$ cat config.mk
export PLATFORM = sky130hd
export DESIGN_NAME = hex_str_ctrl_flat
export DESIGN_NICKNAME = d
export VERILOG_FILES = /design/src/rtl/hex_str_ctrl_pkg.sv /design/src/rtl/hex_str_ctrl_if.sv /design/src/rtl/hex_str_ctrl_px_fifo.sv /design/src/rtl/hex_str_ctrl.sv /design/src/flat_wrapper.sv
export SDC_FILE = /design/constraint.sdc
export NUM_CORES = 1
export LEC_CHECK = 0
export CAP_MARGIN = 20
export CORE_ASPECT_RATIO = 1.4
export CORE_UTILIZATION = 45
export CTS_CLUSTER_DIAMETER = 150
export CTS_CLUSTER_SIZE = 28
export DETAILED_ROUTE_END_ITERATION = 12
export PLACE_DENSITY = 0.63
export SETUP_SLACK_MARGIN = 0.3
export SLEW_MARGIN = 20
export SYNTH_ARGS = -nofsm -noshare
export SYNTH_HDL_FRONTEND = slang
export SYNTH_SLANG_ARGS = --single-unit
$ cat constraint.sdc
create_clock -name clk_i -period 5.2 [get_ports clk_i]
set_input_delay 1.3 -clock clk_i [delete_from_list [all_inputs] [get_ports clk_i]]
set_output_delay 1.3 -clock clk_i [all_outputs]
set_load 0.01 [all_outputs]
$ cat src/rtl/hex_str_ctrl_pkg.sv
// Shared types and helpers for the hex string renderer: FSM encoding,
// FIFO entry layout and glyph-dimension defaults.
package hex_str_ctrl_pkg;

    typedef enum logic [2:0] {
        ST_IDLE    = 3'd0,
        ST_ISSUE   = 3'd1,
        ST_GAP     = 3'd2,
        ST_NEXTROW = 3'd3,
        ST_DRAIN   = 3'd4
    } state_e;

    // One buffered stream pixel with its row/frame tags.
    typedef struct packed {
        logic px;
        logic eol;
        logic eof;
    } px_ent_t;

    // Default glyph geometry of the hex_ch generator.
    localparam int unsigned DEF_CH_ROW_W = 32'd3;
    localparam int unsigned DEF_CH_COL_N = 32'd8;

    // Number of glyph rows for a given row-select width.
    function automatic int unsigned glyph_rows(input int unsigned row_w);
        return 32'd1 << row_w;
    endfunction

    // Index width for a counter walking 0..n-1 (at least one bit).
    function automatic int unsigned idx_w(input int unsigned n);
        return (n > 32'd1) ? $clog2(n) : 32'd1;
    endfunction

endpackage

$ cat src/rtl/hex_str_ctrl_if.sv
// Pixel stream (valid/ready) between the renderer and the display packer.
interface hex_str_ctrl_if;
    logic px_out;
    logic px_eol;
    logic px_eof;
    logic px_valid;
    logic px_ready;

    modport master (output px_out, output px_eol, output px_eof, output px_valid, input px_ready);
    modport slave  (input px_out, input px_eol, input px_eof, input px_valid, output px_ready);
endinterface

$ cat src/rtl/hex_str_ctrl_px_fifo.sv
// Small synchronous FIFO holding tagged stream pixels; output taken
// straight from the storage registers, not-empty flag registered.
module hex_str_ctrl_px_fifo
    import hex_str_ctrl_pkg::*;
#(
    parameter int unsigned DEPTH = 32'd4
) (
    input  logic                       clk_i,
    input  logic                       rst_i,
    input  logic                       push_i,
    input  px_ent_t                    din_i,
    input  logic                       pop_i,
    output px_ent_t                    dout_o,
    output logic [$clog2(DEPTH):0]     count_o,
    output logic                       not_empty_o
);
    localparam int unsigned PTR_W = idx_w(DEPTH);
    localparam int unsigned CNT_W = $clog2(DEPTH) + 32'd1;

    px_ent_t            mem_q [DEPTH];
    logic [PTR_W-1:0]   wr_ptr_q;
    logic [PTR_W-1:0]   rd_ptr_q;
    logic [CNT_W-1:0]   count_q;
    logic [CNT_W-1:0]   count_d;
    logic               ne_q;

    // Occupancy update; simultaneous push and pop leave the count unchanged.
    always_comb begin
        count_d = count_q;
        case ({push_i, pop_i})
            2'b10:   count_d = count_q + CNT_W'(1);
            2'b01:   count_d = count_q - CNT_W'(1);
            default: count_d = count_q;
        endcase
    end

    // Storage, pointers and registered flags.
    always_ff @(posedge clk_i) begin
        if (rst_i) begin
            for (int i = 0; i < int'(DEPTH); i++) begin
                mem_q[i] <= '{px: 1'b0, eol: 1'b0, eof: 1'b0};
            end
            wr_ptr_q <= {PTR_W{1'b0}};
            rd_ptr_q <= {PTR_W{1'b0}};
            count_q  <= {CNT_W{1'b0}};
            ne_q     <= 1'b0;
        end else begin
            if (push_i) begin
                mem_q[wr_ptr_q] <= din_i;
                wr_ptr_q        <= wr_ptr_q + PTR_W'(1);
            end
            if (pop_i) begin
                rd_ptr_q <= rd_ptr_q + PTR_W'(1);
            end
            count_q <= count_d;
            ne_q    <= (count_d != {CNT_W{1'b0}});
        end
    end

    assign dout_o      = mem_q[rd_ptr_q];
    assign count_o     = count_q;
    assign not_empty_o = ne_q;

endmodule

$ cat src/rtl/hex_str_ctrl.sv
// Sequences a hex_ch glyph generator to raster a DIGITS-wide hex word
// into a tagged pixel stream. Reads are credit-limited so that every
// pixel already requested always has a FIFO slot waiting for it.
module hex_str_ctrl
    import hex_str_ctrl_pkg::*;
#(
    parameter int unsigned CH_W       = 32'd4,
    parameter int unsigned CH_ROW_W   = DEF_CH_ROW_W,
    parameter int unsigned CH_COL_N   = DEF_CH_COL_N,
    parameter int unsigned DIGITS     = 32'd4,
    parameter int unsigned GAP_PX     = 32'd1,
    parameter int unsigned FIFO_DEPTH = 32'd4
) (
    input  logic                  clk_i,
    input  logic                  rst_i,
    input  logic                  start_i,
    input  logic [4*DIGITS-1:0]   value_i,
    output logic                  busy_o,
    output logic                  done_o,
    output logic [CH_W-1:0]       ch_sel_o,
    output logic [CH_ROW_W-1:0]   row_sel_o,
    output logic                  ch_px_rd_o,
    input  logic                  ch_px_valid_i,
    input  logic                  ch_px_in_i,
    hex_str_ctrl_if.master        px_if
);
    localparam int unsigned ROWS  = glyph_rows(CH_ROW_W);
    localparam int unsigned COL_W = idx_w(CH_COL_N);
    localparam int unsigned DIG_W = idx_w(DIGITS);
    localparam int unsigned GAP_W = idx_w(GAP_PX);
    localparam int unsigned PTR_W = idx_w(FIFO_DEPTH);
    localparam int unsigned CNT_W = $clog2(FIFO_DEPTH) + 32'd1;

    state_e               state_q;
    logic [4*DIGITS-1:0]  value_q;
    logic [CH_ROW_W-1:0]  row_q;
    logic [DIG_W-1:0]     dig_q;
    logic [COL_W-1:0]     col_q;
    logic [GAP_W-1:0]     gap_q;
    logic [CNT_W-1:0]     inflight_q;
    logic [CNT_W-1:0]     inflight_d;
    logic [1:0]           tag_q [FIFO_DEPTH];
    logic [PTR_W-1:0]     tag_wr_q;
    logic [PTR_W-1:0]     tag_rd_q;
    logic                 busy_q;
    logic                 done_q;
    logic                 rd_q;
    logic [CH_W-1:0]      ch_sel_q;
    logic [CH_ROW_W-1:0]  row_sel_q;

    logic [CNT_W-1:0]     fifo_cnt_s;
    logic                 fifo_ne_s;
    px_ent_t              fifo_dout_s;
    px_ent_t              fifo_din_s;
    logic                 fifo_push_s;
    logic                 pop_s;
    logic                 credit_s;
    logic                 issue_s;
    logic                 gap_push_s;
    logic                 last_col_s;
    logic                 last_dig_s;
    logic                 last_row_s;
    logic                 tag_eol_s;
    logic                 tag_eof_s;
    logic                 empty_next_s;
    logic [3:0]           nib_s;

    assign pop_s        = fifo_ne_s & px_if.px_ready;
    assign credit_s     = ({1'b0, fifo_cnt_s} + {1'b0, inflight_q}) < (CNT_W + 1)'(FIFO_DEPTH);
    assign issue_s      = (state_q == ST_ISSUE) && credit_s;
    assign gap_push_s   = (state_q == ST_GAP) && (inflight_q == {CNT_W{1'b0}}) &&
                          ((fifo_cnt_s < CNT_W'(FIFO_DEPTH)) || pop_s);
    assign last_col_s   = (col_q == COL_W'(CH_COL_N - 32'd1));
    assign last_dig_s   = (dig_q == {DIG_W{1'b0}});
    assign last_row_s   = (row_q == CH_ROW_W'(ROWS - 32'd1));
    assign tag_eol_s    = last_col_s && last_dig_s;
    assign tag_eof_s    = tag_eol_s && last_row_s;
    assign empty_next_s = (fifo_cnt_s == {CNT_W{1'b0}}) || ((fifo_cnt_s == CNT_W'(1)) && pop_s);
    assign nib_s        = value_q[{dig_q, 2'b00} +: 4];
    assign fifo_push_s  = ch_px_valid_i | gap_push_s;

    // Returned glyph pixels take the tags recorded at issue; gap pixels are blank and untagged.
    always_comb begin
        fifo_din_s = '{px: 1'b0, eol: 1'b0, eof: 1'b0};
        if (ch_px_valid_i) begin
            fifo_din_s.px  = ch_px_in_i;
            fifo_din_s.eol = tag_q[tag_rd_q][1];
            fifo_din_s.eof = tag_q[tag_rd_q][0];
        end else begin
            fifo_din_s = '{px: 1'b0, eol: 1'b0, eof: 1'b0};
        end
    end

    // Reads outstanding at hex_ch; issue and return in one cycle cancel out.
    always_comb begin
        inflight_d = inflight_q;
        case ({issue_s, ch_px_valid_i})
            2'b10:   inflight_d = inflight_q + CNT_W'(1);
            2'b01:   inflight_d = inflight_q - CNT_W'(1);
            default: inflight_d = inflight_q;
        endcase
    end

    // Main sequencer: walks row / digit / column, issues reads, inserts gaps, drains.
    always_ff @(posedge clk_i) begin
        if (rst_i) begin
            state_q    <= ST_IDLE;
            value_q    <= {(4*DIGITS){1'b0}};
            row_q      <= {CH_ROW_W{1'b0}};
            dig_q      <= {DIG_W{1'b0}};
            col_q      <= {COL_W{1'b0}};
            gap_q      <= {GAP_W{1'b0}};
            inflight_q <= {CNT_W{1'b0}};
            for (int i = 0; i < int'(FIFO_DEPTH); i++) begin
                tag_q[i] <= 2'b00;
            end
            tag_wr_q   <= {PTR_W{1'b0}};
            tag_rd_q   <= {PTR_W{1'b0}};
            busy_q     <= 1'b0;
            done_q     <= 1'b0;
            rd_q       <= 1'b0;
            ch_sel_q   <= {CH_W{1'b0}};
            row_sel_q  <= {CH_ROW_W{1'b0}};
        end else begin
            done_q     <= 1'b0;
            rd_q       <= issue_s;
            inflight_q <= inflight_d;
            if (issue_s) begin
                tag_q[tag_wr_q] <= {tag_eol_s, tag_eof_s};
                tag_wr_q        <= tag_wr_q + PTR_W'(1);
                ch_sel_q        <= CH_W'(nib_s);
                row_sel_q       <= row_q;
            end
            if (ch_px_valid_i) begin
                tag_rd_q <= tag_rd_q + PTR_W'(1);
            end
            case (state_q)
                ST_IDLE: begin
                    if (start_i) begin
                        value_q <= value_i;
                        row_q   <= {CH_ROW_W{1'b0}};
                        dig_q   <= DIG_W'(DIGITS - 32'd1);
                        col_q   <= {COL_W{1'b0}};
                        gap_q   <= {GAP_W{1'b0}};
                        busy_q  <= 1'b1;
                        state_q <= ST_ISSUE;
                    end
                end
                ST_ISSUE: begin
                    if (issue_s) begin
                        if (last_col_s) begin
                            col_q <= {COL_W{1'b0}};
                            if (!last_dig_s && (GAP_PX > 32'd0)) begin
                                state_q <= ST_GAP;
                            end else if (!last_dig_s) begin
                                dig_q <= dig_q - DIG_W'(1);
                            end else begin
                                state_q <= ST_NEXTROW;
                            end
                        end else begin
                            col_q <= col_q + COL_W'(1);
                        end
                    end
                end
                ST_GAP: begin
                    if (gap_push_s) begin
                        if (gap_q == GAP_W'(GAP_PX - 32'd1)) begin
                            gap_q   <= {GAP_W{1'b0}};
                            dig_q   <= dig_q - DIG_W'(1);
                            state_q <= ST_ISSUE;
                        end else begin
                            gap_q <= gap_q + GAP_W'(1);
                        end
                    end
                end
                ST_NEXTROW: begin
                    if (last_row_s) begin
                        state_q <= ST_DRAIN;
                    end else begin
                        row_q   <= row_q + CH_ROW_W'(1);
                        dig_q   <= DIG_W'(DIGITS - 32'd1);
                        state_q <= ST_ISSUE;
                    end
                end
                ST_DRAIN: begin
                    if ((inflight_q == {CNT_W{1'b0}}) && empty_next_s) begin
                        busy_q  <= 1'b0;
                        done_q  <= 1'b1;
                        state_q <= ST_IDLE;
                    end
                end
                default: begin
                    state_q <= ST_IDLE;
                end
            endcase
        end
    end

    hex_str_ctrl_px_fifo #(
        .DEPTH (FIFO_DEPTH)
    ) u_fifo (
        .clk_i       (clk_i),
        .rst_i       (rst_i),
        .push_i      (fifo_push_s),
        .din_i       (fifo_din_s),
        .pop_i       (pop_s),
        .dout_o      (fifo_dout_s),
        .count_o     (fifo_cnt_s),
        .not_empty_o (fifo_ne_s)
    );

    assign busy_o         = busy_q;
    assign done_o         = done_q;
    assign ch_sel_o       = ch_sel_q;
    assign row_sel_o      = row_sel_q;
    assign ch_px_rd_o     = rd_q;
    assign px_if.px_out   = fifo_dout_s.px;
    assign px_if.px_eol   = fifo_dout_s.eol;
    assign px_if.px_eof   = fifo_dout_s.eof;
    assign px_if.px_valid = fifo_ne_s;

endmodule
$ cat src/flat_wrapper.sv
// flat-port wrapper written by rule: the top's interface ports become plain ports
module hex_str_ctrl_flat import hex_str_ctrl_pkg::*;
#(
    parameter int unsigned CH_W       = 32'd4,
    parameter int unsigned CH_ROW_W   = DEF_CH_ROW_W,
    parameter int unsigned CH_COL_N   = DEF_CH_COL_N,
    parameter int unsigned DIGITS     = 32'd4,
    parameter int unsigned GAP_PX     = 32'd1,
    parameter int unsigned FIFO_DEPTH = 32'd4
)
  (clk_i, rst_i, start_i, value_i, busy_o, done_o, ch_sel_o, row_sel_o, ch_px_rd_o, ch_px_valid_i, ch_px_in_i, px_if_px_out, px_if_px_eol, px_if_px_eof, px_if_px_valid, px_if_px_ready);
  hex_str_ctrl_if px_if_i ();
  input  logic clk_i;
  input  logic rst_i;
  input  logic start_i;
  input  logic [4*DIGITS-1:0] value_i;
  output logic busy_o;
  output logic done_o;
  output logic [CH_W-1:0] ch_sel_o;
  output logic [CH_ROW_W-1:0] row_sel_o;
  output logic ch_px_rd_o;
  input  logic ch_px_valid_i;
  input  logic ch_px_in_i;
  output wire logic [$bits(px_if_i.px_out)-1:0] px_if_px_out;
  output wire logic [$bits(px_if_i.px_eol)-1:0] px_if_px_eol;
  output wire logic [$bits(px_if_i.px_eof)-1:0] px_if_px_eof;
  output wire logic [$bits(px_if_i.px_valid)-1:0] px_if_px_valid;
  input wire logic [$bits(px_if_i.px_ready)-1:0] px_if_px_ready;
  assign px_if_px_out = px_if_i.px_out;
  assign px_if_px_eol = px_if_i.px_eol;
  assign px_if_px_eof = px_if_i.px_eof;
  assign px_if_px_valid = px_if_i.px_valid;
  assign px_if_i.px_ready = px_if_px_ready;
  hex_str_ctrl #(.CH_W(CH_W), .CH_ROW_W(CH_ROW_W), .CH_COL_N(CH_COL_N), .DIGITS(DIGITS), .GAP_PX(GAP_PX), .FIFO_DEPTH(FIFO_DEPTH)) u_core (.clk_i(clk_i), .rst_i(rst_i), .start_i(start_i), .value_i(value_i), .busy_o(busy_o), .done_o(done_o), .ch_sel_o(ch_sel_o), .row_sel_o(row_sel_o), .ch_px_rd_o(ch_px_rd_o), .ch_px_valid_i(ch_px_valid_i), .ch_px_in_i(ch_px_in_i), .px_if(px_if_i));
endmodule
==> metrics.sh <==
DRIVE_GT1_SHARE_PCT=8.947
VIAS_PER_CELL=5.174
DETAILED_PLACE_HPWL_MM=4.803
COMBINATIONALPOWERSHARE_PCT=17.3
SYNTH.DISTINCT_CELLS=48
GRT_ANTENNA_BEFORE_REPAIR=0
FINALMAXSLEWVIOLATIONS=0
DRT_WL_TOTAL_MM=6.559
WORST-PATH-STAGES=9
WL_PER_CELL_UM=13.75
CLOCK_TREE_FROM_TRITONCTS='done'
SYNTHMUXAREASHARE_PCT=6.275
SYNTHESIZED_AREA_FRACTION_OCCUPIED_BY_AO_OA_AOI_AND_OAI_CELLS_PCT=10.30
DOMINANTREGCELLSYNTH='sky130_fd_sc_hd__dfxtp_1'
HOLD_PATH_CLASS='reg -> reg'
R2R.WORST_PATH.CELLS=10
NUMNETS_FINAL=412
CELL_INTERNAL_PWR_W=0.001103
PIN_COUNT_OF_THE_BIGGEST_NET_ENTERING_GLOBAL_ROUTING=48
PRE_CTS_WS_NS=1.488
TYPE_OF_THE_SETUP_PATH_WITH_THE_LEAST_SLACK='in -> reg'
REPORT.FINAL.HOLD_VIOL_COUNT=0
BUFFERING_STAGE_COUNT_ON_THE_WORST_PATH_WITH_INVERTERS_INCLUDED=2
GRT-OVFL-TOTAL=0
POST-CTS-SETUP-BUFFERS=0
VIAS=2468
CRIT_PATH_MAX_INCR_DELAY_NS=0.46
AREA_GROWTH_SYN_TO_LAYOUT_PCT=19.23
IR_DROP_mV=0.2034
YOSYS.AREA_SHARE.ADDER_PCT=5.759
DIE_W_UM=75.35
SLOWEST_CP_CELL='sky130_fd_sc_hd__clkdlybuf4s50_1'
GP_ROUTABILITY_CONGESTION=0.7929
MAX_FREQ_MHz=295.6
CAP_VIOL_MAX_COUNT=0
WHS_NS=0.4547
POSTSYNTHAREAPERCELL_UM2=9.882
FIRSTDRTPASSITERS=4
MAIN_COMBINATIONAL_CELL_FAMILY_BY_AREA_AFTER_SYNTHESIS='simple AND/OR/NAND/NOR gates'
SYNTH-WARNING-COUNT=0
DIE-HEIGHT_UM=104.7
REGTOREGENDPOINT='u_core.inflight_q[2]'
ROWS=37
TRACK_USAGE_PCT=18.83
WORSTPATHMAXFANOUT=6
IO_COUNT=36
CLOCK_SINK_COUNT=76
MIN_PERIOD_OVER_PERIOD_PCT=65.06
CELLPOWERDENSITY_nW_PER_UM2=370.7
CRITPATHLAUNCH='px_if_px_ready'
TIMING_WORST_SLEW_PIN_VALUE_NS=0.7851
POST-ROUTE-WORST-SETUP-SLACK_NS=1.817
R2R_SETUP_SLACK_NS=2.31
SYN_AREA_UM2=3390
DESIGN.CORE.AREA_UM2=7315
MAPPEDNETLISTNETS=380
SYNTH_EDF_COUNT=20
YOSYS_REGISTER_BITS=76
DRTANTENNAVIOLNETS=0
ARRIVAL_NS=3.61
CLOCK_TREE.BUFFER_DEPTH=2
STATIC-LEAKAGE-POWER_nW=1.554
YOSYS.AREA_SHARE.SIMPLE_PCT=20.52
CP_CELL_SEQUENCE='clkdlybuf4s50_1 > a21bo_2 > a31oi_1 > inv_1 > ha_1 > a22o_1 > a21oi_1 > a311oi_1 > or3_1'
FINALSETUPVIOLCOUNT=0
MAX_SLEW_MARGIN_PCT=47.50
FINAL.FILL_COUNT=716
FIRST_ITER_VIOLATIONS=84
HOLD_BUFFERS=0
VIAS_IN_THE_FIRST_GLOBAL_ROUTE=2478
WORST_SETUP_PATH_END_KIND='flop'
CLK_ROOT_BUFFER_CELL='sky130_fd_sc_hd__clkbuf_8'
OUTCOME='finished clean'
STARTING_DENSITY_OF_THE_CORE_PCT=46.34
SYNTH_SEQ_AREA_SHARE_PCT=50.79
P_SW_W=0.0003948
WORST_SETUP_HOLD_PATH_CLK_SLEW_NS=0.08
KIND_OF_START_POINT_OF_THE_CRITICAL_PATH='input port'
SETUP_TOTAL_NEGATIVE_SLACK_NS=0
REQUIRED_TIME_OF_THE_CRITICAL_PATH_NS=5.42
NUMBER_OF_LEVELS_THE_H_TREE_WAS_SPLIT_INTO=3
CTS_MADE_BUFFERS=9
ROUTE.DETAILED.DRC=0
YS_ASYNC_SR_FRACTION_PCT=0
FIN_SKEW_NS=0.009545
GRT_SETUP_UNREPAIRED='false'
ANTENNA-DIODE-COUNT=0
NETSWITCHINGFRACTION_PCT=26.36
FINISH.UTILIZATION_PCT=55.25
CLOCK_INSERTION_DELAY_WORST_SKEW_NS=0.34
LAYOUT_MIN_CYCLE_TIME_NS=3.383
SEQPWRFRAC_PCT=47.3
GRT_PASS1_WL_MM=11.14
POWER.CLOCK.FRACTION_PCT=35.3
POST_CTS_RESIZE_COUNT=0
PLACEMENT.IO_BUFFERS=35
CRITPATHCAPTURE='u_core.u_fifo.not_empty_o'
DIEAREA_UM2=7888
FAMILY_WITH_THE_MOST_DELAY_ON_THE_WORST_PATH='compound AO/OA/AOI/OAI gates'
POST_SYNTH_XOR_AREA_FRACTION_PCT=2.326
SYNTH_CELLS=343
REG2REG_FROM='u_core.u_fifo.count_o[2]'
[through the flow]
step / total power, W / instances / cell area (µm²)
floorplan: 0.0008986 / 343 / 3390
detailed placement: 0.0009851 / 461 / 3802
global route: 0.001581 / 477 / 4041
CTS: 0.001517 / 477 / 4041
global placement: 0.0009777 / 461 / 3802
finish: 0.001498 / 477 / 4041
[registers in the layout, summed over array words and instances (netlist names), 2 cells and up, named ones only]
name                    cells
u_core.inflight_q           3
u_core.u_fifo.wr_ptr_q      2
u_core.value_q             16
u_core.row_sel_o            3
u_core.state_q              3
u_core.row_q                3
u_core.u_fifo.count_o       3
u_core.col_q                3
u_core.tag_q                8
u_core.tag_wr_q             2
u_core.u_fifo.rd_ptr_q      2
u_core.dig_q                2
u_core.ch_sel_o             4
u_core.u_fifo.mem_q        12
u_core.tag_rd_q             2
[cell type report]
| cell class | count | area [µm²] | share of cell area, % |
|---|---|---|---|
| clock buffer | 9 | 123.9 | 3.065 |
| sequential | 76 | 1722 | 42.60 |
| multi-input combinational | 233 | 1531 | 37.89 |
| timing repair buffer | 37 | 360.3 | 8.916 |
| inverter | 18 | 67.56 | 1.672 |
| clock inverter | 7 | 115.1 | 2.848 |
| tap | 97 | 121.4 | 3.003 |
[synth_stat cells, types with 5 or more instances]
master / number / area, µm²
sky130_fd_sc_hd__edfxtp_1: 20 / 600.6
sky130_fd_sc_hd__nor2b_1: 7 / 43.79
sky130_fd_sc_hd__nor3_1: 6 / 30.03
sky130_fd_sc_hd__o21ai_0: 6 / 30.03
sky130_fd_sc_hd__inv_1: 17 / 63.81
sky130_fd_sc_hd__mux4_2: 9 / 202.7
sky130_fd_sc_hd__ha_1: 14 / 175.2
sky130_fd_sc_hd__and2_1: 6 / 37.54
sky130_fd_sc_hd__a211oi_1: 5 / 37.54
sky130_fd_sc_hd__a21oi_1: 37 / 185.2
sky130_fd_sc_hd__nand2_1: 58 / 217.7
sky130_fd_sc_hd__and3_1: 10 / 62.56
sky130_fd_sc_hd__xor2_1: 5 / 43.79
sky130_fd_sc_hd__dfxtp_1: 56 / 1121
sky130_fd_sc_hd__nor2_1: 22 / 82.58
sky130_fd_sc_hd__clkbuf_1: 8 / 30.03
sky130_fd_sc_hd__nand3_1: 8 / 40.04
[routing by layer]
layer	wire length, µm	GRT usage, %	vias up
li1	-	-	1257
met1	2750	21.28	1162
met2	3511	32.91	41
met3	165	4.147	8
met4	132	7.937	0
met5	0	0	-
[logic make-up after synthesis]
logic type	Yosys count
AOI/OAI and AO/OA	60
xor gates and xnor gates	9
adders and majority gates	15
buffers and inverters	34
DFF	76
muxes	10
and+or+nand+nor	139
[cell usage in the layout (no fill, tap or decap), types with 3 or more instances in the layout]
cell / n
sky130_fd_sc_hd__clkdlybuf4s50_1: 34
sky130_fd_sc_hd__xnor2_1: 4
sky130_fd_sc_hd__and3_1: 10
sky130_fd_sc_hd__nand3_1: 8
sky130_fd_sc_hd__dfxtp_1: 56
sky130_fd_sc_hd__nor2b_1: 7
sky130_fd_sc_hd__a21oi_1: 37
sky130_fd_sc_hd__nor2_1: 22
sky130_fd_sc_hd__a211oi_1: 5
sky130_fd_sc_hd__mux4_2: 9
sky130_fd_sc_hd__xor2_1: 5
sky130_fd_sc_hd__nor3_1: 6
sky130_fd_sc_hd__and2_1: 6
sky130_fd_sc_hd__or3_1: 4
sky130_fd_sc_hd__nand2_1: 58
sky130_fd_sc_hd__inv_1: 17
sky130_fd_sc_hd__nand3b_1: 3
sky130_fd_sc_hd__o21ai_0: 6
sky130_fd_sc_hd__ha_1: 14
sky130_fd_sc_hd__bufinv_16: 3
sky130_fd_sc_hd__clkbuf_8: 9
sky130_fd_sc_hd__edfxtp_1: 20
sky130_fd_sc_hd__nand2b_1: 3
[worst min-delay path, cell delays in order (launching register included)]
cell	delay, ns
sky130_fd_sc_hd__dfxtp_1	0.31
sky130_fd_sc_hd__nand2_1	0.05
sky130_fd_sc_hd__a21oi_1	0.05
[worst min path at each step]
stage	cells after the start	endpoint	startpoint	slack, ns
final	2	u_core.value_q[8]	u_core.value_q[8]	0.45
after floorplan	2	u_core.value_q[10]	u_core.value_q[10]	0.43
after CTS	2	u_core.value_q[8]	u_core.value_q[8]	0.46
after detailed placement	2	u_core.value_q[8]	u_core.value_q[8]	0.45
after global routing	2	u_core.value_q[11]	u_core.value_q[11]	0.47
after global placement	2	u_core.value_q[3]	u_core.value_q[3]	0.44
[power by group through the flow]
stage	clock (W)	combinational (W)	sequential (W)
2_1_floorplan	0	0.000193	0.000706
3_3_place_gp	0	0.000257	0.000721
3_5_place_dp	0	0.000261	0.000724
4_1_cts	0.000543	0.000264	0.000710
5_1_grt	0.000566	0.000296	0.000718
6_report	0.000529	0.000260	0.000709
(Power assumes the default switching activity.)
